`src/rtl/genius_score_fsm_pkg.sv`:
```
// -----------------------------------------------------------------------------
// genius_pkg
// Shared constants for the Genius (Simon) score controller: display-code
// width and glyph codes, the highest playable level and the FSM state
// encodings. Imported by the controller top and by the testbench.
// -----------------------------------------------------------------------------
package genius_pkg;

  // Width of the code handed to the two-digit seven-segment decoder
  localparam int CODE_W    = 6;

  // Decoder glyph codes; 0..32 are shown as a decimal score
  localparam int CODE_FAIL = 33;
  localparam int CODE_WIN  = 34;

  // Highest level the game supports
  localparam int MAX_SCORE = 32;

  // Controller states (plain constants so legacy tools can read them)
  typedef logic [2:0] state_t;
  localparam state_t ST_IDLE      = 3'd0;
  localparam state_t ST_PLAY      = 3'd1;
  localparam state_t ST_FAIL_SHOW = 3'd2;
  localparam state_t ST_FAIL_DONE = 3'd3;
  localparam state_t ST_WIN_SHOW  = 3'd4;

endpackage

```
`src/rtl/genius_score_fsm_if.sv`:
```
// -----------------------------------------------------------------------------
// genius_score_fsm_if
// Bundles the sequencer-side requests and the display/status outputs of the
// score controller.
//   start      : start/restart request (level; controller acts on rising edge)
//   round_ok   : round completed correctly (rising edge)
//   round_err  : player error (rising edge)
//   disp_code  : 6-bit code for the seven-segment decoder
//   level      : current level / final score
//   busy       : game in progress
//   game_over  : failure glyph or final score being shown
//   win        : victory glyph being shown
// master drives the requests, slave (the controller) drives the status.
// -----------------------------------------------------------------------------
interface genius_score_fsm_if;
  import genius_pkg::*;

  logic              start;
  logic              round_ok;
  logic              round_err;
  logic [CODE_W-1:0] disp_code;
  logic [CODE_W-1:0] level;
  logic              busy;
  logic              game_over;
  logic              win;

  modport master (
    output start, round_ok, round_err,
    input  disp_code, level, busy, game_over, win
  );

  modport slave (
    input  start, round_ok, round_err,
    output disp_code, level, busy, game_over, win
  );

endinterface

```
`src/rtl/genius_score_fsm_rise_detect.sv`:
```
// -----------------------------------------------------------------------------
// rise_detect
// Single-register rising-edge detector.
//   clk   : system clock
//   rst_n : asynchronous active-low reset (clears the history register)
//   din   : level input
//   rise  : high while din is high and was low at the previous clock edge
// Because the history clears to 0, an input already high when reset is
// released produces a rise on the first clock.
// -----------------------------------------------------------------------------
module rise_detect (
  input  logic clk,
  input  logic rst_n,
  input  logic din,
  output logic rise
);

  logic din_prev;

  always_ff @(posedge clk or negedge rst_n) begin
    if (!rst_n) din_prev <= 1'b0;
    else        din_prev <= din;
  end

  assign rise = din & ~din_prev;

endmodule

```
`src/rtl/genius_score_fsm.sv`:
```
// -----------------------------------------------------------------------------
// genius_score_fsm
// Game-progress controller for the Genius (Simon) game. Tracks the player's
// level and produces the display code for the two-digit seven-segment decoder
// (0..32 score, CODE_FAIL failure glyph, CODE_WIN victory glyph).
//   clk   : system clock, all state updates on rising edge
//   rst_n : asynchronous active-low reset
//   bus   : slave side of genius_score_fsm_if (requests in, status out)
// All outputs are registered and computed from the next state, so an event
// is visible right after the clock edge at which its rise is sampled.
// -----------------------------------------------------------------------------
module genius_score_fsm #(
  parameter int MAX_LEVEL   = genius_pkg::MAX_SCORE,
  parameter int HOLD_CYCLES = 50000000,
  parameter int CODE_FAIL   = genius_pkg::CODE_FAIL,
  parameter int CODE_WIN    = genius_pkg::CODE_WIN
) (
  input  logic               clk,
  input  logic               rst_n,
  genius_score_fsm_if.slave  bus
);
  import genius_pkg::*;

  localparam int TMR_W = $clog2(HOLD_CYCLES);
  localparam logic [TMR_W-1:0]  TMR_LAST = TMR_W'(HOLD_CYCLES - 1);
  localparam logic [CODE_W-1:0] LVL_MAX  = CODE_W'(MAX_LEVEL);

  logic rise_start, rise_ok, rise_err;

  rise_detect u_rd_start (.clk(clk), .rst_n(rst_n), .din(bus.start),     .rise(rise_start));
  rise_detect u_rd_ok    (.clk(clk), .rst_n(rst_n), .din(bus.round_ok),  .rise(rise_ok));
  rise_detect u_rd_err   (.clk(clk), .rst_n(rst_n), .din(bus.round_err), .rise(rise_err));

  state_t            state_q, state_d;
  logic [CODE_W-1:0] level_q, level_d;
  logic [TMR_W-1:0]  timer_q, timer_d;
  logic [CODE_W-1:0] disp_code_q;
  logic              busy_q, game_over_q, win_q;

  // Display code for a given state/level pair; unused states show 0 so the
  // decoder never sees an undefined code.
  function automatic logic [CODE_W-1:0] code_for(input state_t st,
                                                 input logic [CODE_W-1:0] lvl);
    case (st)
      ST_PLAY,
      ST_FAIL_DONE: code_for = lvl;
      ST_FAIL_SHOW: code_for = CODE_W'(CODE_FAIL);
      ST_WIN_SHOW:  code_for = CODE_W'(CODE_WIN);
      default:      code_for = '0;
    endcase
  endfunction

  always_comb begin
    state_d = state_q;
    level_d = level_q;
    timer_d = timer_q;
    case (state_q)
      ST_IDLE: begin
        if (rise_start) begin
          state_d = ST_PLAY;
          level_d = '0;
          timer_d = '0;
        end
      end
      ST_PLAY: begin
        // start is ignored while playing; error beats a simultaneous ok
        if (rise_err) begin
          state_d = ST_FAIL_SHOW;
          timer_d = '0;
        end else if (rise_ok) begin
          if (level_q + 6'd1 == LVL_MAX) begin
            state_d = ST_WIN_SHOW;
            level_d = LVL_MAX;
          end else begin
            level_d = level_q + 6'd1;
          end
        end
      end
      ST_FAIL_SHOW: begin
        if (rise_start) begin
          state_d = ST_PLAY;
          level_d = '0;
          timer_d = '0;
        end else if (timer_q == TMR_LAST) begin
          // glyph has now been shown for HOLD_CYCLES cycles
          state_d = ST_FAIL_DONE;
        end else begin
          timer_d = timer_q + 1'b1;
        end
      end
      ST_FAIL_DONE,
      ST_WIN_SHOW: begin
        if (rise_start) begin
          state_d = ST_PLAY;
          level_d = '0;
          timer_d = '0;
        end
      end
      default: begin
        state_d = ST_IDLE;
        level_d = '0;
        timer_d = '0;
      end
    endcase
  end

  always_ff @(posedge clk or negedge rst_n) begin
    if (!rst_n) begin
      state_q     <= ST_IDLE;
      level_q     <= '0;
      timer_q     <= '0;
      disp_code_q <= '0;
      busy_q      <= 1'b0;
      game_over_q <= 1'b0;
      win_q       <= 1'b0;
    end else begin
      state_q     <= state_d;
      level_q     <= level_d;
      timer_q     <= timer_d;
      disp_code_q <= code_for(state_d, level_d);
      busy_q      <= (state_d == ST_PLAY);
      game_over_q <= (state_d == ST_FAIL_SHOW) || (state_d == ST_FAIL_DONE);
      win_q       <= (state_d == ST_WIN_SHOW);
    end
  end

  assign bus.disp_code = disp_code_q;
  assign bus.level     = level_q;
  assign bus.busy      = busy_q;
  assign bus.game_over = game_over_q;
  assign bus.win       = win_q;

endmodule

```
`src/flat_wrapper.sv`:
```
// flat-port wrapper written by rule: the top's interface ports become plain ports
module genius_score_fsm_flat import genius_pkg::*;
#(
  parameter int MAX_LEVEL   = genius_pkg::MAX_SCORE,
  parameter int HOLD_CYCLES = 50000000,
  parameter int CODE_FAIL   = genius_pkg::CODE_FAIL,
  parameter int CODE_WIN    = genius_pkg::CODE_WIN
)
  (clk, rst_n, bus_start, bus_round_ok, bus_round_err, bus_disp_code, bus_level, bus_busy, bus_game_over, bus_win);
  genius_score_fsm_if bus_i ();
  input  logic clk;
  input  logic rst_n;
  input wire logic [$bits(bus_i.start)-1:0] bus_start;
  input wire logic [$bits(bus_i.round_ok)-1:0] bus_round_ok;
  input wire logic [$bits(bus_i.round_err)-1:0] bus_round_err;
  output wire logic [$bits(bus_i.disp_code)-1:0] bus_disp_code;
  output wire logic [$bits(bus_i.level)-1:0] bus_level;
  output wire logic [$bits(bus_i.busy)-1:0] bus_busy;
  output wire logic [$bits(bus_i.game_over)-1:0] bus_game_over;
  output wire logic [$bits(bus_i.win)-1:0] bus_win;
  assign bus_i.start = bus_start;
  assign bus_i.round_ok = bus_round_ok;
  assign bus_i.round_err = bus_round_err;
  assign bus_disp_code = bus_i.disp_code;
  assign bus_level = bus_i.level;
  assign bus_busy = bus_i.busy;
  assign bus_game_over = bus_i.game_over;
  assign bus_win = bus_i.win;
  genius_score_fsm #(.MAX_LEVEL(MAX_LEVEL), .HOLD_CYCLES(HOLD_CYCLES), .CODE_FAIL(CODE_FAIL), .CODE_WIN(CODE_WIN)) u_core (.clk(clk), .rst_n(rst_n), .bus(bus_i));
endmodule
```
`config.mk`:
```
export PLATFORM = sky130hd
export DESIGN_NAME = genius_score_fsm_flat
export DESIGN_NICKNAME = d
export VERILOG_FILES = /design/src/rtl/genius_score_fsm_pkg.sv /design/src/rtl/genius_score_fsm_if.sv /design/src/rtl/genius_score_fsm_rise_detect.sv /design/src/rtl/genius_score_fsm.sv /design/src/flat_wrapper.sv
export SDC_FILE = /design/constraint.sdc
export NUM_CORES = 1
export LEC_CHECK = 0
export ABC_AREA = 1
export BUFFER_PORTS_ARGS = -buffer_cell sky130_fd_sc_hd__buf_2
export CAP_MARGIN = 40
export CORE_MARGIN = 2
export CORE_UTILIZATION = 45
export CTS_CLUSTER_DIAMETER = 50
export DETAILED_ROUTE_END_ITERATION = 10
export PLACE_DENSITY = 0.7
export SYNTH_ARGS = -nofsm -noshare
export SYNTH_HDL_FRONTEND = slang
export SYNTH_SLANG_ARGS = --single-unit
```
`constraint.sdc`:
```
create_clock -name clk -period 2.4 [get_ports clk]
set_input_delay 0.36 -clock clk [delete_from_list [all_inputs] [get_ports clk]]
set_output_delay 0.36 -clock clk [all_outputs]
set_load 0.03 [all_outputs]
```
==> results.toml <==
[worst_setup_path]
critical_path.max_fanout = 25
ff2ff_path_depth = 8
arrival_ns = 2.33
cp-startpoint = "u_core.timer_q[0]"
cp-end-kind = "flop"
required_ns = 2.56
rrSetupSlack_ns = 0.22
endpoint = "u_core.timer_q[14]"
crit_type = "flop to flop"
rr_startpoint = "u_core.timer_q[0]"
start_kind = "flop"
r2r-end = "u_core.timer_q[14]"

[grt]
grt_pass1_vias = 2397
grt_overflow = 0
grt_antenna_before_repair = 0
grt_start_max_net_pins = 37
grt_usage = 0.217
grt_pass1_wl_mm = 11.2

[routing]
route.final.wire_length_mm = 6.61
ant_nets = 0
drt_iter0_drc = 179
vias = 2602
first_pass_iters = 6
drc = 0
vias_per_cell = 5.34
wl_per_cell_um = 13.6

[timing]
worst_pin_slew_ns = 0.615
rsz0062_at_grt = "false"
finalSetupViolCount = 0
post-route-min-period_ns = 2.18
fin_skew_ns = 0.0154
whs_ns = 0.171
hold_viol = 0
slew_headroom = 0.589
tns_ns = 0
drv_slew = 0
fmax_ghz = 0.459
fin_crit_sh = 0.907

[finish]
final_common_cell = "nand2_1"
ff_latch_area_um2 = 1180
multiInputGateArea_um2 = 1400
final_cells = 487
drive_gt1_frac = 0.119
areaGrowthSynthToFinish_pct = 10.8
fin_nets = 418
diodes = 0
fillers = 606
final_cell_mix = "nand2_1, nor2_1, dfrtp_1, inv_1, nand3_1"
final_util = 0.518

[clock_tree]
cts.sinks = 47
clockBufferDepth = 2
path_clk_slew_ns = 0.09
cts.root.buffer_cell = "clkbuf_8"
postCtsHoldBufs = 1
numCtsBuffers = 5
cts_setup_buffers = 0
cts_tree = "yes"
clk_latency_ns = 0.31
htree_levels = 2
ctsResizeCount = 0

[logic_synthesis]
synth.area.top_cells = "dfrtp_1, nand2_1, nor2_1"
synth_largest_area_cell = "dfrtp_1"
synth_edf_count = 0
ys_ff_latch = 47
synth_nets = 393
ys_types = 30
syn_avg_cell_area_um2 = 7.22
syn-cell-area_um2 = 2790
synth-async-reset-ratio = 1.00
synth.yosys.seq_area_share = 0.422
yosysWarnings = 0
synth_top_cell_area_share = 0.422
syn_inst = 386
dominantRegCellSynth = "dfrtp_1"

[placed_design]
io_buffers = 19
place_congestion = 0.922
dp_hpwl_mm = 5.02
dp_cells = 478

[status]
outcome = "finished, final reports clean"

[die]
boundaryPins = 20
rows = 28
die_area_um2 = 6830
die_width_um = 82.7
die_h_um = 82.7
initial_utilization = 0.468
core_um2 = 5960

[pwr]
p_clk_frac = 0.239
peakVddDrop_uv = 549
p_leak_nw = 1.37
combinationalPowerShare = 0.368
power_density_nw_per_um2 = 825
power.switching_w = 0.00111
p_seq_frac = 0.393
totalPowerFinal_w = 0.00254
power.share.switching = 0.436
p_int_w = 0.00144

[worst_hold_path]
hp-class = "input pin to flop"

[flow_run]
cap_violations = 0
layer usage:
layer  part of all wire  wire [um]  up-vias  global-route usage
li1                   -          -     1309                   -
met2               0.48       3180       69               0.349
met3              0.051        337        6              0.0380
met1               0.46       3030     1218               0.306
met4             0.0091         60        0              0.0492
met5                  0          0        -                   0
cell families (layout without fill, tap and decap cells):
kind of cell	after synthesis	count (layout)	share of synthesized area
AOI/OAI and AO/OA	48	48	0.101
xor gates and xnor gates	7	7	0.0220
adders and majority gates	2	2	0.00898
buffers and inverters	50	76	0.0755
DFF	47	47	0.422
and+or+nand+nor	232	232	0.370
power groups by stage:
stage	clock network, W	logic, W	registers [W]
floorplan	0	0.000603	0.00114
global placement	0	0.000927	0.00101
detailed placement	0	0.000947	0.00101
CTS	0.000628	0.000949	0.00100
global route	0.000656	0.00105	0.00102
finish	0.000609	0.000936	0.00100
state kept, by name (all words and copies together) (netlist names):
| signal | cells |
|---|---|
| u_core.timer_q | 26 |
| u_core.state_q | 3 |
| u_core.bus.win | 1 |
| u_core.u_rd_ok.din_prev | 1 |
| u_core.bus.busy | 1 |
| u_core.bus.disp_code | 6 |
| u_core.bus.game_over | 1 |
| u_core.u_rd_err.din_prev | 1 |
| u_core.u_rd_start.din_prev | 1 |
| u_core.bus.level | 6 |
final cells by class:
class / instances / area share
repair buffers: 24 / 0.0438
multi-input cells: 289 / 0.453
inverters: 44 / 0.0535
flip-flops and latches: 47 / 0.381
well taps: 75 / 0.0304
clock inverters: 3 / 0.0154
clock buffers: 5 / 0.0223
how the worst min path moves through the flow:
| stage | startpoint | to | slack (ns) | cells past startpoint |
|---|---|---|---|---|
| floorplan | rst_n | u_core.bus.busy | 0.06 | 0 |
| global placement | rst_n | u_core.timer_q[24] | 0.25 | 1 |
| detailed placement | rst_n | u_core.timer_q[19] | 0.25 | 1 |
| CTS | bus_round_err | u_core.u_rd_err.din_prev | 0.16 | 1 |
| global route | bus_round_err | u_core.u_rd_err.din_prev | 0.15 | 1 |
| finish | bus_round_err | u_core.u_rd_err.din_prev | 0.17 | 1 |
worst max-delay path: stages (launching register included):
cell	delay, ns
dfrtp_1	0.44
ha_1	0.28
nand2_2	0.10
nor2_4	0.16
nand2_2	0.11
nor2_4	0.13
nand3_4	0.11
o21ai_4	0.51
o21ai_0	0.18
through the flow:
step | setup slack, ns | instance area (um^2)
finish | 0.223 | 3090
global route | 0.0154 | 3090
CTS | 0.221 | 3090
detailed placement | 0.227 | 2960
global placement | 0.320 | 2960
floorplan | 0.723 | 2790
Yosys cell counts (3+ instances only):
cell,count
a21oi_1,8
nor2_1,52
nand2_2,4
nand2_1,111
o21ai_1,14
o21ai_0,15
dfrtp_1,47
nor2_4,3
clkbuf_1,3
nor2_2,3
nand4_1,22
nand3_1,28
buf_6,3
inv_1,42
xor2_1,6
nor3_1,6
(Power assumes the default switching activity.)
